==> src/rtl/noekeon_data_buffer.sv <==
// Noekeon cipher state register with prioritised parallel writes plus
// word-serial load and unload paths, each with a valid/ready handshake.
module noekeon_data_buffer #(
  parameter  int DATA_W    = 128,
  parameter  int WORD_W    = 32,
  localparam int NUM_WORDS = DATA_W / WORD_W,
  localparam int CNT_W     = (NUM_WORDS > 1) ? $clog2(NUM_WORDS) : 1
) (
  input  logic              inClk,
  input  logic              inResetN,
  input  logic              inDataWrKey,
  input  logic [DATA_W-1:0] inDataDataKey,
  input  logic              inDataWrExt,
  input  logic [DATA_W-1:0] inDataDataExt,
  input  logic              inDataWrInt,
  input  logic [DATA_W-1:0] inDataDataInt,
  input  logic              inLoadValid,
  input  logic [WORD_W-1:0] inLoadWord,
  output logic              outLoadReady,
  output logic              outLoadDone,
  input  logic              inUnloadStart,
  output logic              outUnloadValid,
  output logic [WORD_W-1:0] outUnloadWord,
  input  logic              inUnloadReady,
  output logic              outBusy,
  output logic [DATA_W-1:0] outData
);

  typedef enum logic [1:0] {IDLE, LOAD, UNLOAD} fsm_t;

  localparam logic [CNT_W-1:0] LAST = CNT_W'(NUM_WORDS - 1);

  fsm_t                              fsm, fsm_nxt;
  logic [CNT_W-1:0]                  cnt;
  logic [DATA_W-1:0]                 stage;
  logic [NUM_WORDS-1:0][WORD_W-1:0]  ubuf;
  logic [DATA_W-1:0]                 data;
  logic                              load_ready;
  logic                              load_done;
  logic                              busy;
  logic                              unl_valid;

  logic              load_acc, load_last, unl_hs, unl_last, start_ok;
  logic [DATA_W-1:0] stage_nxt;

  assign load_acc  = inLoadValid & load_ready;
  assign load_last = load_acc & (cnt == LAST);
  assign unl_hs    = (fsm == UNLOAD) & inUnloadReady;
  assign unl_last  = unl_hs & (cnt == LAST);
  // a load accept in IDLE takes precedence; a coincident start is dropped
  assign start_ok  = (fsm == IDLE) & ~load_acc & inUnloadStart;
  assign stage_nxt = (stage << WORD_W) | DATA_W'(inLoadWord);

  always_ff @(posedge inClk or negedge inResetN) begin
    if (!inResetN) fsm <= IDLE;
    else           fsm <= fsm_nxt;
  end

  always_comb begin
    fsm_nxt = fsm;
    case (fsm)
      IDLE: begin
        if (load_acc)      fsm_nxt = load_last ? IDLE : LOAD;
        else if (start_ok) fsm_nxt = UNLOAD;
      end
      LOAD:    if (load_last) fsm_nxt = IDLE;
      UNLOAD:  if (unl_last)  fsm_nxt = IDLE;
      default: fsm_nxt = IDLE;
    endcase
  end

  always_comb begin
    busy      = 1'b0;
    unl_valid = 1'b0;
    case (fsm)
      LOAD:    busy = 1'b1;
      UNLOAD: begin
        busy      = 1'b1;
        unl_valid = 1'b1;
      end
      default: ;
    endcase
  end

  // ready is registered from the next state so it rises one cycle after reset
  always_ff @(posedge inClk or negedge inResetN) begin
    if (!inResetN) begin
      cnt        <= '0;
      stage      <= '0;
      ubuf       <= '0;
      data       <= '0;
      load_ready <= 1'b0;
      load_done  <= 1'b0;
    end else begin
      load_ready <= (fsm_nxt != UNLOAD);
      load_done  <= load_last;

      if (load_acc)      cnt <= load_last ? '0 : cnt + CNT_W'(1);
      else if (start_ok) cnt <= '0;
      else if (unl_hs)   cnt <= unl_last ? '0 : cnt + CNT_W'(1);

      if (load_acc) stage <= stage_nxt;

      if (start_ok)    ubuf <= data;
      else if (unl_hs) ubuf <= ubuf << WORD_W;

      // key > serial commit > external > round output
      if (inDataWrKey)      data <= inDataDataKey;
      else if (load_last)   data <= stage_nxt;
      else if (inDataWrExt) data <= inDataDataExt;
      else if (inDataWrInt) data <= inDataDataInt;
    end
  end

  assign outLoadReady   = load_ready;
  assign outLoadDone    = load_done;
  assign outUnloadValid = unl_valid;
  assign outUnloadWord  = ubuf[NUM_WORDS-1];
  assign outBusy        = busy;
  assign outData        = data;

endmodule

==> config.mk <==
export PLATFORM = sky130hd
export DESIGN_NAME = noekeon_data_buffer
export DESIGN_NICKNAME = d
export VERILOG_FILES = /design/src/rtl/noekeon_data_buffer.sv
export SDC_FILE = /design/constraint.sdc
export NUM_CORES = 1
export LEC_CHECK = 0
export ABC_AREA = 1
export BUFFER_PORTS_ARGS = -buffer_cell sky130_fd_sc_hd__buf_2
export CAP_MARGIN = 20
export CELL_PAD_IN_SITES_DETAIL_PLACEMENT = 0
export CELL_PAD_IN_SITES_GLOBAL_PLACEMENT = 1
export CORE_ASPECT_RATIO = 1.4
export CORE_MARGIN = 5
export CORE_UTILIZATION = 35
export DETAILED_ROUTE_END_ITERATION = 7
export PLACE_DENSITY_LB_ADDON = 0.12
export SYNTH_ARGS = -nofsm -noshare
export SYNTH_HDL_FRONTEND = slang
export SYNTH_SLANG_ARGS = --single-unit
==> constraint.sdc <==
create_clock -name inClk -period 2 [get_ports inClk]
set_input_delay 0.4 -clock inClk [delete_from_list [all_inputs] [get_ports inClk]]
set_output_delay 0.4 -clock inClk [all_outputs]
set_load 0.1 [all_outputs]
## Yosys cells after proc, flatten, opt, wreduce, memory -nomap -nowiden

Cells that the tools add are included.

- Output and inout bits: 164
- Flip-flop bits (word level): 358
- Bits of input ports: 424
- Logic and storage cells: 47

- Eq/ne operators: 4
- Bitwise gates (word level): 8
- Multiplexer cells: 19
- Reductions and logical operators: 5
- Add/sub/neg operators: 1

Operator list:

| operator | number |
|---|---|
| $mux W128 | 6 |
| $or A128 B32 Y128 | 1 |
| $mux W2 | 9 |
| $and A1 B1 Y1 | 6 |
| $pmux W2 S3 | 1 |
| $eq A2 B2 Y1 const B | 2 |
| $reduce_bool A4 Y1 | 1 |
| $mux W1 | 3 |
| $reduce_bool A3 Y1 | 1 |
| $add A2 B1 Y2 const B | 1 |
| $eq A2 B1 Y1 const B | 1 |
| $logic_not A2 Y1 | 1 |
| $ne A2 B2 Y1 const B | 1 |
| $reduce_bool A2 Y1 | 1 |
| $reduce_or A2 Y1 | 1 |
| $not A1 Y1 | 1 |

## Depth between registers and ports, before layout

- Depth in word-level cells: 8
- Mapped depth: 9

## Worst setup path before layout

OpenSTA, ideal clock, no wires.

- Path type: flip-flop to flip-flop
- Start point: register fsm[0]
- End point: register ubuf (netlist bit outUnloadWord[24])
- Stages on the path, launching flop included: 9
- Clock period less this slack: 2381 ps
- Slack: -381 ps
- Data arrival time: 2311 ps
- Cell sequence: dfrtp_1 -> inv_1 -> ha_1 -> nand2_1 -> buf_2 -> inv_2 -> clkbuf_1 -> nand3_1 -> nand3_1

- Word-level cells in the longest chain between the ends: 4

Ends and longest elaborated chain:

| element | line | text |
|---|---|---|
| start: declaration | 33 | `fsm_t fsm, fsm_nxt;` |
| start signal: assignment | 56 | `else fsm <= fsm_nxt;` |
| $logic_not A2 Y1 | 51 | `assign start_ok = (fsm == IDLE) & ~load_acc & inUnloadStart;` |
| $and A1 B1 Y1 (2 in series) | 51 |  |
| $mux W128 / $reduce_bool A2 Y1 (equally long branches) | - |  |
| end signal: assignment | 104 | `if (start_ok) ubuf <= data;` |
| end signal: assignment | 105 | `else if (unl_hs) ubuf <= ubuf << WORD_W;` |
| end: declaration | 36 | `logic [NUM_WORDS-1:0][WORD_W-1:0] ubuf;` |

Several ways; a longest one is shown, not always the timed one.
A chain may end at the register's enable or synchronous reset.

## Worst setup path in the final report

- Start point: register data[56] (netlist: outData[56])
- End point: output outData[56]

RTL lines:

| element | line | text |
|---|---|---|
| start: declaration | 37 | `logic [DATA_W-1:0] data;` |
| start signal: assignment | 108 | `if (inDataWrKey) data <= inDataDataKey;` |
| start signal: assignment | 109 | `else if (load_last) data <= stage_nxt;` |
| start signal: assignment | 110 | `else if (inDataWrExt) data <= inDataDataExt;` |
| end: declaration | 26 | `output logic [DATA_W-1:0] outData` |

No word-level cell between the ends.

==> results_dict.tcl <==
set metrics [dict create \
    clock_latency_ps 540 \
    synth_area_leaders "dfrtp_1 (47%), nand2_1 (20%), nand3_1 (6.9%)" \
    synthesis.nets 3129 \
    drc 0 \
    wire_per_inst_um 20.7 \
    p_leak_nw 13.0 \
    chipHeight_um 285 \
    hold_violations 0 \
    max_freq_mhz 517 \
    synth_area_leader_cell "dfrtp_1" \
    grt_pass1_vias 19568 \
    path_cells "buf_2" \
    placed_cells 3863 \
    syn_avg_cell_area_um2 7.01 \
    rows 100 \
    cts_tree "yes" \
    yosysUniqueCellTypes 20 \
    worstSetupStartpointType "flip-flop" \
    drtAntennaViolNets 0 \
    maxCapViolations 0 \
    numPortBuffers 587 \
    tns_ps 0 \
    drt_wl_total_mm 81.4 \
    cp_max_fo 3 \
    worst_hold_slack_ps 116 \
    via_per_inst 4.88 \
    slowest_stage "dfrtp_1" \
    status "finished clean" \
    critPathMaxStageDelay_ps 500 \
    place.gp.congestion 0.886 \
    syn_to_final_growth_pct 27.0 \
    highest_layer "met4" \
    path_clk_slew_ps 60 \
    clock_power_share 0.217 \
    syn_area_um2 18900 \
    p_comb_frac 0.427 \
    setup_viol 0 \
    grt_pass1_wl_mm 120 \
    crit_type "flip-flop to output port" \
    first_pass_iters 5 \
    die_x_um 206 \
    power_density_nw_per_um2 1390 \
    finalNonFillerCells 3941 \
    relSlewSlack 0.611 \
    fin_util 0.450 \
    cts.sinks 358 \
    endpoint_kind "output port" \
    period_minus_slack_ps 1930 \
    initial_core_util 0.354 \
    grt_max_degree 85 \
    rsz0062_at_grt "no" \
    track_usage 0.267 \
    core_um2 53400 \
    synth_top_area_frac 0.474 \
    cts_htree_levels 2 \
    worst_pin_slew_ps 583 \
    clockRootBuffer "clkbuf_16" \
    p_sw_mw 16.1 \
    first_iter_violations 1183 \
    cts_made_buffers 38 \
    antenna_found_initial 6 \
    place_area_um2 22700 \
    swShare 0.481 \
    final_area_um2 24000 \
    intPower_mw 17.4 \
    syn_inst 2700 \
    hold_class "input port to flip-flop" \
    clk_path_buf_depth 3 \
    wl_met2_mm 39.8 \
    dieArea_um2 58900 \
    irDropWorstVdd_v 0.000655 \
    path_buf_inv 1 \
    nFillCells 5688 \
    fin_nets 3622 \
    clock-skew-final_ps 19.5 \
    maxSlewViolCount 0 \
    met1Wirelength_mm 33.6 \
    grt_overflow 0 \
    regToRegSetupSlack_ps 190 \
    wl_met3_mm 4.78 \
    path_delay_family "flip-flops" \
    ys_warn_count 0 \
    io_pins 588 \
    fin_crit_sh 0.967 \
    ys_ff_latch 358 \
    hpwl_mm 62.9 \
    final_layout_size_suffix_gt1_frac 0.234 \
    seqPwrFrac 0.356 \
    crit_required_ps 1600 \
    vias 19245 \
    yosysSeqAreaShare 0.474 \
    crit_arrival_ps 1530 \
]
-- state kept, by name (all words and copies together) (netlist names) --
name	cells
outLoadReady	1
outLoadDone	1
ubuf	96
outUnloadWord	32
outData	128
fsm	2
cnt	2
stage	96
-- cell families after synthesis --
kind of cell | Yosys count | share of synthesized area
AND/OR/NAND/NOR | 1572 | 0.330
buffers and inverters | 418 | 0.0964
adder cells (fa/ha/maj) | 5 | 0.00331
AO/OA/AOI/OAI | 333 | 0.0881
multiplexers | 14 | 0.00833
flip-flops | 358 | 0.474
-- worst reg2reg max path, cell delays in order, from the launching register on --
cell and delay (ps):
dfrtp_1 400, ha_1 240, buf_4 170, nand3_4 110, buf_12 280, nand2_1 130, nand3_1 80, nor2b_1 230
nand2_1 70
-- repair_timing --
action | CTS | global route
gates resized for setup | 3 | 5
pin swaps | 0 | 1
gates cloned | 0 | 1
setup endpoints to repair | 6 | 9
hold buffers | 1 | 0
hold endpoints to repair | 31 | 0
buffers inserted | 2 | 0
-- placed cells by master (no fill, tap or decap), drive strengths merged, types with 5 or more instances in the layout --
master	n
nand2	1015
diode	6
buf	663
o21ai	243
clkbuf	61
ha	5
dfrtp	358
clkinv	5
a21oi	90
nor2	293
nand3	263
inv	206
mux2	14
-- stage by stage --
stage / total power, mW / setup WS (ps)
5_1_grt: 35.2 / 26.6
2_1_floorplan: 21.9 / 181
6_report: 33.5 / 66.9
3_5_place_dp: 26.3 / -35.3
4_1_cts: 33.7 / 36.8
3_3_place_gp: 26.1 / -7.64
-- layer usage --
layer	GRT usage	up-vias
met5	0	-
met4	0.0962	0
met3	0.0419	116
met2	0.456	638
met1	0.340	9092
li1	-	9399
-- path summary, 6_finish.rpt --
path                       depth (start not counted)         startpoint           endpoint
setup / recovery                                   1        outData[56]        outData[56]
hold / removal                                     2     inLoadWord[19]          stage[19]
setup reg to reg                                   8             cnt[0]       outLoadReady
hold reg to reg                                    2  outUnloadWord[25]  outUnloadWord[25]
max in group asynchronous                          3           inResetN           ubuf[65]
min in group asynchronous                          2           inResetN       outData[111]
-- final cells by class --
cell class	count	area, um^2	area share
Antenna cell	6	15.0	0.000625
Clock buffer	61	1210	0.0504
Clock inverter	7	62.6	0.00260
Inverter	206	781	0.0325
Multi-Input combinational cell	1925	8210	0.342
Sequential cell	358	8960	0.373
Tap cell	714	893	0.0372
Timing Repair Buffer	664	3890	0.162
-- power groups by stage --
stage / sequential, mW / combinational (mW) / clock (mW)
floorplan: 14.2 / 7.71 / 0
global placement: 12.0 / 14.1 / 0
detailed placement: 12.0 / 14.3 / 0
CTS: 11.9 / 14.4 / 7.41
global route: 12.1 / 15.5 / 7.64
finish: 11.9 / 14.3 / 7.27
-- synthesized netlist by cell type (all sizes together) --
| cell type | count |
|---|---|
| a21oi | 90 |
| buf | 135 |
| clkbuf | 77 |
| dfrtp | 358 |
| ha | 5 |
| inv | 206 |
| mux2 | 14 |
| nand2 | 1015 |
| nand3 | 262 |
| nand4 | 1 |
| nor2 | 293 |
| nor2b | 1 |
| o21ai | 243 |
(Power assumes the default switching activity.)
